[config.mk]
export PLATFORM = sky130hd
export DESIGN_NAME = udp_tx_arb_flat
export DESIGN_NICKNAME = d
export VERILOG_FILES = /design/src/rtl/udp_tx_arb_pkg.sv /design/src/rtl/udp_tx_arb_if.sv /design/src/rtl/udp_tx_arb_rr_pick.sv /design/src/rtl/udp_tx_arb.sv /design/src/flat_wrapper.sv
export SDC_FILE = /design/constraint.sdc
export NUM_CORES = 1
export LEC_CHECK = 0
export ABC_AREA = 1
export BUFFER_PORTS_ARGS = -buffer_cell sky130_fd_sc_hd__buf_2
export CAP_MARGIN = 15
export CORE_MARGIN = 2
export CORE_UTILIZATION = 40
export CTS_CLUSTER_DIAMETER = 100
export CTS_CLUSTER_SIZE = 10
export DETAILED_ROUTE_END_ITERATION = 12
export PLACE_DENSITY = 0.73
export SYNTH_ARGS = -nofsm -noshare
export SYNTH_HDL_FRONTEND = slang
export SYNTH_SLANG_ARGS = --single-unit
export TNS_END_PERCENT = 50
[constraint.sdc]
create_clock -name clk -period 1.3 [get_ports clk]
set_clock_uncertainty 0.15 [all_clocks]
set_input_delay 0.065 -clock clk [delete_from_list [all_inputs] [get_ports clk]]
set_output_delay 0.065 -clock clk [all_outputs]
set_load 0.01 [all_outputs]
[src/rtl/udp_tx_arb_pkg.sv]
// Shared types and sizing for the UDP transmit arbiter.
// Latency: n/a (declarations only).
// Backpressure: n/a.
package udp_arb_pkg;

    localparam int UDP_ARB_MAX_N = 8;
    localparam int UDP_ARB_GW    = 3;

    typedef enum logic [1:0] {
        IDLE = 2'd0,
        HDR  = 2'd1,
        PAY  = 2'd2
    } udp_arb_state_t;

endpackage

[src/rtl/udp_tx_arb_if.sv]
// Bundle of per-source request/payload lanes and the single stack-side port.
// Latency: n/a (wiring only).
// Backpressure: header and payload use valid/ready on both sides.
interface udp_tx_arb_if #(
    parameter int N  = 2,
    parameter int LW = 16
);

    logic [N-1:0]    s_hdr_valid;
    logic [N-1:0]    s_hdr_ready;
    logic [LW*N-1:0] s_length;
    logic [8*N-1:0]  s_tdata;
    logic [N-1:0]    s_tvalid;
    logic [N-1:0]    s_tready;
    logic [N-1:0]    s_tlast;

    logic            m_hdr_valid;
    logic            m_hdr_ready;
    logic [LW-1:0]   m_length;
    logic [7:0]      m_tdata;
    logic            m_tvalid;
    logic            m_tready;
    logic            m_tlast;

    // Environment side: packet sources plus the transmit stack.
    modport master (
        output s_hdr_valid, s_length, s_tdata, s_tvalid, s_tlast,
        output m_hdr_ready, m_tready,
        input  s_hdr_ready, s_tready,
        input  m_hdr_valid, m_length, m_tdata, m_tvalid, m_tlast
    );

    // Arbiter side.
    modport slave (
        input  s_hdr_valid, s_length, s_tdata, s_tvalid, s_tlast,
        input  m_hdr_ready, m_tready,
        output s_hdr_ready, s_tready,
        output m_hdr_valid, m_length, m_tdata, m_tvalid, m_tlast
    );

endinterface

[src/rtl/udp_tx_arb_rr_pick.sv]
// Round-robin picker: first requester found searching upward from last+1 mod N.
// Latency: purely combinational.
// Backpressure: none; caller decides when to register the winner.
module rr_pick
    import udp_arb_pkg::*;
#(
    parameter int N = 2
) (
    input  logic [N-1:0]            req,
    input  logic [UDP_ARB_GW-1:0]   last,
    output logic [N-1:0]            win,
    output logic [UDP_ARB_GW-1:0]   idx
);

    // Walk offsets from farthest to nearest so the nearest hit overwrites.
    always_comb begin
        win = '0;
        idx = '0;
        for (int off = N; off >= 1; off--) begin
            for (int i = 0; i < N; i++) begin
                if (i == (int'(last) + off) % N && req[i]) begin
                    win    = '0;
                    win[i] = 1'b1;
                    idx    = UDP_ARB_GW'(i);
                end
            end
        end
    end

endmodule

[src/rtl/udp_tx_arb.sv]
// Packet-granular arbiter of N sources onto one UDP tx port; UDP_ARB_PRIO0_EN gives source 0 strict priority.
// Latency: grant registered 1 cycle after request; header/payload muxes are combinational, 1 IDLE cycle per frame.
// Backpressure: m_hdr_ready/m_tready pass straight to the granted source only; others see ready low.
module udp_tx_arb
    import udp_arb_pkg::*;
#(
    parameter int N  = 2,
    parameter int LW = 16
) (
    input  logic                  clk,
    input  logic                  rst,
    udp_tx_arb_if.slave           bus,
    output logic [UDP_ARB_GW-1:0] grant,
    output logic                  busy,
    output logic [16*N-1:0]       pkt_cnt
);

    udp_arb_state_t        state, state_nxt;
    logic [UDP_ARB_GW-1:0] last, grant_nxt, pick_idx;
    logic [N-1:0]          pick_req, pick_win;
    logic [15:0]           cnt [N];

    logic                  sel_hvld, sel_tvld, sel_tlast, pay_done;
    logic [LW-1:0]         sel_len;
    logic [7:0]            sel_tdata;

`ifdef UDP_ARB_PRIO0_EN
    // Source 0 is handled by the override below; the rest rotate among themselves.
    assign pick_req = {bus.s_hdr_valid[N-1:1], 1'b0};
`else
    assign pick_req = bus.s_hdr_valid;
`endif

    rr_pick #(.N(N)) u_pick (
        .req  (pick_req),
        .last (last),
        .win  (pick_win),
        .idx  (pick_idx)
    );

    always_comb begin
        sel_hvld  = 1'b0;
        sel_len   = '0;
        sel_tvld  = 1'b0;
        sel_tdata = '0;
        sel_tlast = 1'b0;
        for (int i = 0; i < N; i++) begin
            if (grant == UDP_ARB_GW'(i)) begin
                sel_hvld  = bus.s_hdr_valid[i];
                sel_len   = bus.s_length[LW*i +: LW];
                sel_tvld  = bus.s_tvalid[i];
                sel_tdata = bus.s_tdata[8*i +: 8];
                sel_tlast = bus.s_tlast[i];
            end
        end
    end

    assign pay_done = (state == PAY) && sel_tvld && bus.m_tready && sel_tlast;

    always_comb begin
        state_nxt       = state;
        grant_nxt       = grant;
        bus.m_hdr_valid = 1'b0;
        bus.m_length    = '0;
        bus.m_tvalid    = 1'b0;
        bus.m_tdata     = '0;
        bus.m_tlast     = 1'b0;
        bus.s_hdr_ready = '0;
        bus.s_tready    = '0;
        case (state)
            IDLE: begin
`ifdef UDP_ARB_PRIO0_EN
                if (bus.s_hdr_valid[0]) begin
                    grant_nxt = '0;
                    state_nxt = HDR;
                end else
`endif
                if (|pick_win) begin
                    grant_nxt = pick_idx;
                    state_nxt = HDR;
                end
            end
            HDR: begin
                bus.m_hdr_valid = sel_hvld;
                bus.m_length    = sel_len;
                for (int i = 0; i < N; i++) begin
                    bus.s_hdr_ready[i] = (grant == UDP_ARB_GW'(i)) && bus.m_hdr_ready;
                end
                // A withdrawn request abandons the grant without touching last.
                if (!sel_hvld) begin
                    state_nxt = IDLE;
                end else if (bus.m_hdr_ready) begin
                    state_nxt = PAY;
                end
            end
            PAY: begin
                bus.m_tvalid = sel_tvld;
                bus.m_tdata  = sel_tdata;
                bus.m_tlast  = sel_tlast;
                for (int i = 0; i < N; i++) begin
                    bus.s_tready[i] = (grant == UDP_ARB_GW'(i)) && bus.m_tready;
                end
                if (pay_done) begin
                    state_nxt = IDLE;
                end
            end
            default: state_nxt = IDLE;
        endcase
    end

    always_ff @(posedge clk or negedge rst) begin
        if (!rst) begin
            state <= IDLE;
            grant <= '0;
            last  <= UDP_ARB_GW'(N - 1);
            busy  <= 1'b0;
        end else begin
            state <= state_nxt;
            grant <= grant_nxt;
            busy  <= (state_nxt != IDLE);
            if (pay_done) begin
                last <= grant;
            end
        end
    end

    always_ff @(posedge clk or negedge rst) begin
        if (!rst) begin
            for (int i = 0; i < N; i++) begin
                cnt[i] <= '0;
            end
        end else if (pay_done) begin
            for (int i = 0; i < N; i++) begin
                if (grant == UDP_ARB_GW'(i)) begin
                    cnt[i] <= cnt[i] + 16'd1;
                end
            end
        end
    end

    for (genvar g = 0; g < N; g++) begin : g_cnt
        assign pkt_cnt[16*g +: 16] = cnt[g];
    end

endmodule
[src/flat_wrapper.sv]
// flat-port wrapper written by rule: the top's interface ports become plain ports
module udp_tx_arb_flat import udp_arb_pkg::*;
#(
    parameter int N  = 2,
    parameter int LW = 16
)
  (clk, rst, grant, busy, pkt_cnt, bus_s_hdr_valid, bus_s_length, bus_s_tdata, bus_s_tvalid, bus_s_tlast, bus_m_hdr_ready, bus_m_tready, bus_s_hdr_ready, bus_s_tready, bus_m_hdr_valid, bus_m_length, bus_m_tdata, bus_m_tvalid, bus_m_tlast);
  udp_tx_arb_if #(.N(N), .LW(LW)) bus_i ();
  input  logic clk;
  input  logic rst;
  output logic [UDP_ARB_GW-1:0] grant;
  output logic busy;
  output logic [16*N-1:0] pkt_cnt;
  input wire logic [$bits(bus_i.s_hdr_valid)-1:0] bus_s_hdr_valid;
  input wire logic [$bits(bus_i.s_length)-1:0] bus_s_length;
  input wire logic [$bits(bus_i.s_tdata)-1:0] bus_s_tdata;
  input wire logic [$bits(bus_i.s_tvalid)-1:0] bus_s_tvalid;
  input wire logic [$bits(bus_i.s_tlast)-1:0] bus_s_tlast;
  input wire logic [$bits(bus_i.m_hdr_ready)-1:0] bus_m_hdr_ready;
  input wire logic [$bits(bus_i.m_tready)-1:0] bus_m_tready;
  output wire logic [$bits(bus_i.s_hdr_ready)-1:0] bus_s_hdr_ready;
  output wire logic [$bits(bus_i.s_tready)-1:0] bus_s_tready;
  output wire logic [$bits(bus_i.m_hdr_valid)-1:0] bus_m_hdr_valid;
  output wire logic [$bits(bus_i.m_length)-1:0] bus_m_length;
  output wire logic [$bits(bus_i.m_tdata)-1:0] bus_m_tdata;
  output wire logic [$bits(bus_i.m_tvalid)-1:0] bus_m_tvalid;
  output wire logic [$bits(bus_i.m_tlast)-1:0] bus_m_tlast;
  assign bus_i.s_hdr_valid = bus_s_hdr_valid;
  assign bus_i.s_length = bus_s_length;
  assign bus_i.s_tdata = bus_s_tdata;
  assign bus_i.s_tvalid = bus_s_tvalid;
  assign bus_i.s_tlast = bus_s_tlast;
  assign bus_i.m_hdr_ready = bus_m_hdr_ready;
  assign bus_i.m_tready = bus_m_tready;
  assign bus_s_hdr_ready = bus_i.s_hdr_ready;
  assign bus_s_tready = bus_i.s_tready;
  assign bus_m_hdr_valid = bus_i.m_hdr_valid;
  assign bus_m_length = bus_i.m_length;
  assign bus_m_tdata = bus_i.m_tdata;
  assign bus_m_tvalid = bus_i.m_tvalid;
  assign bus_m_tlast = bus_i.m_tlast;
  udp_tx_arb #(.N(N), .LW(LW)) u_core (.clk(clk), .rst(rst), .bus(bus_i), .grant(grant), .busy(busy), .pkt_cnt(pkt_cnt));
endmodule
==> run metrics, run 1 <==
min Tclk post-route 1650 ps; Worst EP arrival 1440 ps; DRC Markers 0; row count 29; number of inserted diodes 0; first-pass GRT wire length 14400 µm; vias 3380; sequential share of the synthesized area 35.3%; drt pass-1 iters 4; CTS clock-pin slew for the worst setup and hold paths 80 ps; DP Area 3790 µm²; Warnings, synthesis 0; Compound-Gate Fraction of Synth Area 6.24%; post-route cell area 4350 µm²; CTS Buf Count 5; Slew Viols, Final 0; pin count of the biggest net entering global routing 24; Final Hold Viols 0; CP max-delay cell dfrtp_2; RSZ-0062 raised after global routing true; Setup TNS -18110 ps; share of layout cells above drive strength 1 42.9%; Area Overhead vs Synth 65.3%; final-layout fill cell count 547; root buffer cell clkbuf_8; status finished, violations left; distinct cell type count after synthesis 27; hpwl dp 6180 µm; CP bufs+invs 4; Worst Path Max Fanout 7; Crit path depth 6; Simple-Gate Fraction of Synth Area 45.0%; CP endpoint kind output port; antenna violations before repair 0; area of the multi-input gates 1760 µm²; GPL Wtd Cong 0.853; Max Clk Rate 606 MHz; DIE HEIGHT 85.1 µm; CTS tree built; Placed Cells incl. Taps 668; Wirelength per Cell 13.1 µm; Die ar. 7240 µm²; drt via density 4.90; Final nets 672; critical path type register to output port; Skew-Pair Late Insertion Delay 290 ps; leak pwr 2.40 nW; Final Power 5.47 mW; proportion of synthesized area in mux cells 0%; ANT nets after route 0; Initial DRC Count 149; total global routing overflow 0; initial core utilization 41.4%; Clock Tree Buf Depth 2; hold slack 77.0 ps; mapped cell area 2630 µm²; most frequent cells in the layout nand2_1 (198), buf_2 (119), buf_4 (52); DRT Wirelength 9040 µm; slack of the critical path -351 ps; Clock Sinks 37; commonest non-fill, non-tap cell in the layout nand2_1; Placeable Area 6350 µm²; part of the cycle the worst path needs 127%; Post-Synth Adder-Cell Area 0.952%; gr usage total 24.4%; reg2reg path depth 9; Peak supply drop 0.00120 V; Port Buffers 122; largest family of logic cells by synthesized area simple AND/OR/NAND/NOR gates; Layout Cells excl Fill 690; Syn Area/Cell 6.24 µm²; endpoints failing setup 69; Synth Instances 421; Critical Path Most Common Cell buf_6; vias in the first global route 3146; CP Data Required Time 1090 ps; register bit total from synthesis 37; Min-Delay Path Class primary input to asynchronous set/reset pin; Startpoint Class register; largest stage delay on the critical path 450 ps; register area 930 µm²; CTS HTree Levels 2; die width 85.1 µm; crit path cell chain buf_6 -> buf_12 -> nand2_4 -> a21oi_4 -> buf_6 -> buf_6; Max Cap Viol 0; I/O pins 125; Largest delay share family, worst path buffers and inverters; Synth Area in XOR/XNOR 4.66%; PD cells 1260 nW/µm²; violated checks negative setup slack
stage by stage:
stage	util, %	worst slack, ps
final	68.4	-351
after global routing	68.4	-385
after CTS	67.0	-322
after detailed placement	59.7	-229
after global placement	59.7	-169
after floorplan	-	-199
cells by family (layout without fill, tap and decap cells):
logic type | after synthesis | count (layout)
other | 1 | 2
AND/OR/NAND/NOR | 291 | 291
AO/OA/AOI/OAI | 32 | 32
flip-flops | 37 | 37
XOR/XNOR | 14 | 14
buffers and inverters | 44 | 235
adder cells (fa/ha/maj) | 2 | 2
per-layer routing:
| metal | up-vias | share of wire [%] | track usage [%] |
|---|---|---|---|
| met5 | - | 0 | 0 |
| met4 | 0 | 2.1 | 7.50 |
| met3 | 18 | 4.9 | 3.50 |
| met2 | 112 | 53 | 45.1 |
| met1 | 1555 | 40 | 29.0 |
| li1 | 1695 | - | - |
state kept, by name (all words and copies together) (netlist names):
name	count
u_core.pkt_cnt	32
u_core.last	1
u_core.busy	1
u_core.state	2
u_core.grant	1
synth_stat cells:
library cell	count	area, µm²
nand3b_1	2	15.0
dfstp_2	1	26.3
inv_1	27	101
nor2_4	2	22.5
nand2_2	1	6.26
dfrtp_1	36	901
conb_1	1	3.75
xnor2_1	6	52.6
nand3_1	16	80.1
ha_1	2	25.0
buf_6	3	33.8
buf_4	2	15.0
xor2_1	8	70.1
a21oi_1	25	125
inv_2	2	7.51
nand2_1	218	818
buf_1	2	7.51
o21ai_0	4	20.0
buf_2	5	25.0
nor2_1	36	135
nand2_4	2	22.5
clkbuf_1	2	7.51
nor3_1	4	20.0
a32oi_1	1	8.76
o21ai_1	2	10.0
nand4_1	10	62.6
inv_4	1	6.26
power by group:
part           switching, mW  leakage, nW  internal [mW]
Combinational           1.76         1.86           1.53
Clock                  0.426       0.0422          0.377
Sequential             0.108        0.503           1.27
Total                   2.29         2.40           3.17
worst paths after layout:
check	to	from	slack, ps
worst max-delay path	bus_m_hdr_valid	u_core.grant[0]	-350
worst min-delay path	u_core.pkt_cnt[28]	rst	80
worst max register to register	u_core.pkt_cnt[18]	u_core.grant[0]	-280
worst min register to register	u_core.last[0]	u_core.last[0]	370
max in group asynchronous	u_core.grant[0]	rst	440
min in group clk	u_core.state[0]	bus_s_hdr_valid[1]	140
layout make-up:
class	count	share of cell area (%)
multi-input combinational	341	40.4
timing repair buffer	197	31.2
sequential	37	21.4
inverter	30	2.94
tap	77	2.22
clock buffer	7	1.76
clock inverter	1	0.115
repair_timing:
action,CTS,global route
hold endpoints to repair,41,0
setup endpoints to repair,68,69
pin swaps,9,7
gates resized for setup,63,27
hold buffers,4,0
buffers inserted,6,1
cloned,4,0
worst register-to-register path, stage by stage (launching register included):
cell,delay (ps)
dfrtp_2,470
buf_4,160
nand2_1,70
nand3_1,90
inv_2,90
nand2_4,100
inv_6,110
nand2_8,110
nand2_1,80
nand2_1,50
(Power assumes the default switching activity.)
==> inputs of run 2 (changes only) <==
Settings changed: PLACE_DENSITY 0.73 to 0.71.
Clock period 1.3 ns to 2 ns, I/O delays scaled along.
==> run 2 against run 1 <==
Net effect:
- the flow now finishes without violations
- clock power shrank 13%
- total power shrank 51%
- global-route usage shrank 3.9 points
- sequential power shrank 36%
- non-clock buffer count shrank 65
- clock-buffer cell count shrank 1
- utilization shrank 14 points
- register-to-register slack gained 540 ps
- highest routed layer unchanged
==> run metrics, run 2 (synthesis gave the netlist of run 1 again) <==
initial core utilization 41.4% (unchanged); DRC Markers 0 (unchanged); first-pass GRT wire length 12300 µm (-15%); Core Util, Final 54.5% (-14 points); Hold Buf Count CTS 5 (+1); final-layout fill cell count 624 (+14%); CP Data Required Time 1750 ps (+660 ps); Final Hold Viols 0 (unchanged); post-CTS setup buffer count 0 (-6); CTS Buf Count 5 (unchanged); CTS HTree Levels 2 (unchanged); PD cells 777 nW/µm² (-38%); I/O pins 125 (unchanged); Die ar. 7240 µm² (unchanged); Wirelength per Cell 11.4 µm (-13%); DRT Wirelength 7130 µm (-21%); vias in the first global route 2831 (-10%); hpwl dp 5490 µm (-11%); post-CTS resize count 0 (-100%); met1 WL 3000 µm (-16%); Startpoint Class register; reg2reg start u_core.grant[0]; Port Buffers 122 (unchanged); min Tclk post-route 1850 ps; part of the cycle the worst path needs 92.4%; Layout Cells excl Fill 625 (-9.4%); drt pass-1 iters 4 (unchanged); CTS tree built; Min-Delay Path Class primary input to register; row count 29 (unchanged); Clock Sinks 37 (unchanged); pin count of the biggest net entering global routing 38 (+58%); GPL Wtd Cong 0.851 (-0.15%); Initial DRC Count 152 (+2.0%); Final nets 607 (-9.7%); antenna violations before repair 0 (unchanged); Setup TNS 0 ps (+18110 ps); Worst Path Max Fanout 30 (+23); Clock Tree Buf Depth 2 (unchanged); CTS clock-pin slew for the worst setup and hold paths 70 ps (about the same); top layer in use met4; ANT nets after route 0 (unchanged); vias 3024 (-11%); endpoints failing setup 0 (-100%); max FFs per register 32 (unchanged); Min-Delay Startpoint bus_s_tvalid[0]; root buffer cell clkbuf_8; Peak supply drop 0.000628 V (-48%); Skew-Pair Late Insertion Delay 300 ps (about the same); total global routing overflow 0 (unchanged); CP endpoint kind output port; leak pwr 1.99 nW (-17%); metal2 WL 3590 µm (-25%); Placed Cells incl. Taps 612 (-8.4%); die width 85.1 µm (unchanged); share of layout cells above drive strength 1 26.3% (-17 points); number of inserted diodes 0 (unchanged); launch point of the worst path u_core.grant[0]; drt via density 4.84 (-1.2%); Slew Viols, Final 0 (unchanged); most frequent cells in the layout nand2_1 (218), buf_2 (122), nor2_1 (36), dfrtp_1 (36), inv_1 (27); Max Clk Rate 541 MHz; Area Overhead vs Synth 31.6%; status finished, final reports clean; critical path type register to output port; Max Cap Viol 0 (unchanged); slack of the critical path 152 ps (+503 ps); Worst EP arrival 1600 ps (+160 ps); Place WS 281 ps (+510 ps); DIE HEIGHT 85.1 µm (unchanged); WL met3 445 µm (unchanged); RSZ-0062 raised after global routing false; gr usage total 20.5% (-3.9 points); Final Power 2.69 mW (-51%); Placeable Area 6350 µm² (unchanged); commonest non-fill, non-tap cell in the layout nand2_1
run 2: cell count changes in the layout (fill, tap and decap cells not counted), moves of 5 or more:
cell     change
nand2_1     +20
buf_4       -47
a21oi_1     +20
nor2_1       +6
nand2_4      -5
buf_6       -14
buf_12       -5
nand2_2     -12
a21oi_2     -18
run 2: power breakdown:
| group | internal, mW | switching, mW | total [mW] |
|---|---|---|---|
| combinational | 0.417 | 0.692 | 1.11 |
| clock | 0.406 | 0.290 | 0.696 |
| sequential | 0.818 | 0.0624 | 0.881 |
| total | 1.64 | 1.04 | 2.69 |
run 2: path summary, 6_finish.rpt:
kind	to	slack, ps	depth (start not counted)
worst max-delay path	bus_m_hdr_valid	150	5
worst min-delay path	u_core.last[0]	200	8
worst max register to register	u_core.grant[0]	260	4
worst min register to register	u_core.last[0]	350	2
max in group asynchronous	u_core.last[0]	1110	3
min in group asynchronous	u_core.pkt_cnt[3]	220	3
run 2: layer usage:
metal | global-route usage [%] | vias to the layer above
met5 | 0 | -
met4 | 6.20 | 0
met3 | 3.89 | 7
met2 | 37.7 | 106
met1 | 24.0 | 1357
li1 | - | 1554
run 2: through the flow:
step	hold slack, ps	cell area [µm²]
after global placement	27.3	3290
after floorplan	-346	2630
after global routing	259	3460
final	199	3460
after CTS	199	3460
after detailed placement	30.0	3290
run 2: cell type report:
| cell class | count | area, µm² | area share [%] |
|---|---|---|---|
| multi-input cells | 341 | 1500 | 43.4 |
| well taps | 77 | 96.3 | 2.79 |
| repair buffers | 132 | 698 | 20.2 |
| clock inverters | 2 | 37.5 | 1.09 |
| clock buffers | 6 | 82.6 | 2.39 |
| inverters | 30 | 115 | 3.33 |
| flip-flops and latches | 37 | 927 | 26.8 |
run 2: critical path: stages (launching register included):
cell	delay, ps
dfrtp_1	430
inv_2	80
buf_4	300
nand2_1	80
a21oi_1	230
buf_2	180
==> inputs of run 3 (changes only) <==
Settings changed: CORE_UTILIZATION 40 to 35, PLACE_DENSITY 0.71 to unset.
==> run 3 against run 2 <==
Net effect:
- total power is 5.3% lower
- final area grew 0.18%
- utilization is 6.7 points lower
- hold slack got worse by 99 ps
- setup slack better by 33 ps
- cell count grew 3.8%
- wire length up 3.0%
- critical endpoint is now bus_m_tdata[7]
- first-iteration DRC count is 0.66% lower
- register-to-register slack gained 60 ps
==> run metrics, run 3 (synthesis gave the netlist of run 1 again) <==
DRC Markers 0 (unchanged); endpoints failing setup 0 (unchanged); PD cells 734 nW/µm² (-5.5%); Core Util, Final 47.8% (-6.7 points); DP Area 3330 µm² (+1.3%); Min-Delay Path Class primary input to asynchronous set/reset pin; crit path cell chain inv_2 -> buf_6 -> nand2_1 -> a21oi_1 -> buf_2; drt pass-1 iters 4 (unchanged); most frequent cells in the layout nand2_1 (218), buf_2 (122), nor2_1 (36), dfrtp_1 (36), inv_1 (27); Worst Path Max Fanout 26 (-13%); hpwl dp 5760 µm (+4.9%); Max Cap Viol 0 (unchanged); share of layout cells above drive strength 1 26.0% (-0.28 points); antenna violations before repair 0 (unchanged); vias in the first global route 2750 (-2.9%); first-pass GRT wire length 12600 µm (+2.5%); Setup TNS 0 ps (unchanged); commonest non-fill, non-tap cell in the layout nand2_1; initial core utilization 36.2% (-5.2 points); Final nets 609 (+0.33%); Die ar. 8220 µm² (+14%); CP endpoint kind output port; Initial DRC Count 151 (-0.66%); Port Buffers 122 (unchanged); part of the cycle the worst path needs 90.8% (-1.6 points); Clock Sinks 37 (unchanged); DRT Wirelength 7340 µm (+3.0%); Worst EP arrival 1570 ps (-30 ps); Area Overhead vs Synth 31.8%; final-layout fill cell count 777 (+25%); CP bufs+invs 3 (unchanged); status finished, final reports clean; Slew Viols, Final 0 (unchanged); critical path type register to output port; CP Data Required Time 1750 ps (about the same); CTS HTree Levels 2 (unchanged); CTS Buf Count 5 (unchanged); pin count of the biggest net entering global routing 27 (-29%); GPL Wtd Cong 0.865 (+1.6%); die width 90.7 µm (+6.6%); number of inserted diodes 0 (unchanged); Wirelength per Cell 11.3 µm (-0.82%); largest stage delay on the critical path 440 ps (about the same); CTS clock-pin slew for the worst setup and hold paths 70 ps (about the same); Final Hold Viols 0 (unchanged); gr usage total 18.5% (-2.0 points); Startpoint Class register; reg2reg setup slack 320 ps (+60 ps); CTS tree built; Peak supply drop 0.000564 V (-10%); min Tclk post-route 1820 ps (-32.9 ps); RSZ-0062 raised after global routing false; max FFs per register 32 (unchanged); total global routing overflow 0 (unchanged); CP max-delay cell dfrtp_1; Skew-Pair Late Insertion Delay 290 ps (about the same); drt via density 4.59 (-5.2%); root buffer cell clkbuf_8; post-route cell area 3460 µm² (+0.18%); Placeable Area 7250 µm² (+14%); ANT nets after route 0 (unchanged); Largest delay share family, worst path buffers and inverters; Clock Tree Buf Depth 2 (unchanged); I/O pins 125 (unchanged); vias 2976 (-1.6%); DIE HEIGHT 90.7 µm (+6.6%); row count 31 (+6.9%); post-CTS setup buffer count 0 (unchanged); leak pwr 1.98 nW (-0.36%); Final Power 2.54 mW (-5.3%); Max Clk Rate 551 MHz (+1.8%)
[run 3: cell count changes in the layout (fill, tap and decap cells not counted), sizes merged]
cell / change
clkbuf: +2
buf: +2
bufinv: -1
clkinvlp: -1
[run 3: stage by stage]
step / hold WS, ps / cells / setup slack (ps)
after global routing: 136 / 649 / 68.5
final: 100 / 649 / 185
after detailed placement: -108 / 636 / 310
after floorplan: -346 / 422 / 426
after CTS: 106 / 649 / 101
after global placement: -118 / 636 / 344
[run 3: metal layers]
layer | global-route usage, % | vias up | part of all wire [%]
met3 | 4.01 | 9 | 6.2
met1 | 23.3 | 1319 | 44
met5 | 0 | - | 0
met4 | 5.51 | 0 | 1.5
met2 | 31.8 | 92 | 49
li1 | - | 1556 | -
[run 3: path summary, 6_finish.rpt]
check	from	endpoint	depth (start not counted)
worst max-delay path	u_core.grant[0]	bus_m_tdata[7]	5
worst min register to register	u_core.last[0]	u_core.last[0]	2
min in group clk	bus_s_tvalid[0]	u_core.last[0]	8
worst min-delay path	rst	u_core.pkt_cnt[28]	2
max in group asynchronous	rst	u_core.last[0]	3
worst max register to register	u_core.grant[0]	u_core.pkt_cnt[17]	8
[run 3: power by group]
part,switching (mW),internal [mW]
sequential,0.0660,0.819
combinational,0.707,0.438
clock,0.265,0.248
[run 3: cell type report]
cell class	instances	area [µm²]	share of cell area (%)
Multi-Input combinational cell	341	1500	43.3
Sequential cell	37	927	26.8
Timing Repair Buffer	134	717	20.7
Tap cell	99	124	3.58
Inverter	30	115	3.32
Clock buffer	8	80.1	2.31
[run 3: timing repair]
action | 4_1_cts | 5_1_grt
setup endpoints to repair | 0 | 2
endpoints found under the hold margin | 40 | 0
hold buffers | 5 | 0
resized for setup | 0 | 1
[run 3: worst register-to-register path, cell delays in order (launching register included)]
cell     delay (ps)
dfrtp_1         440
buf_4           190
nand2_1          60
nand3_1          80
inv_2            90
nand2_4          90
nor2_4          330
nand2_1         100
nand2_1          80
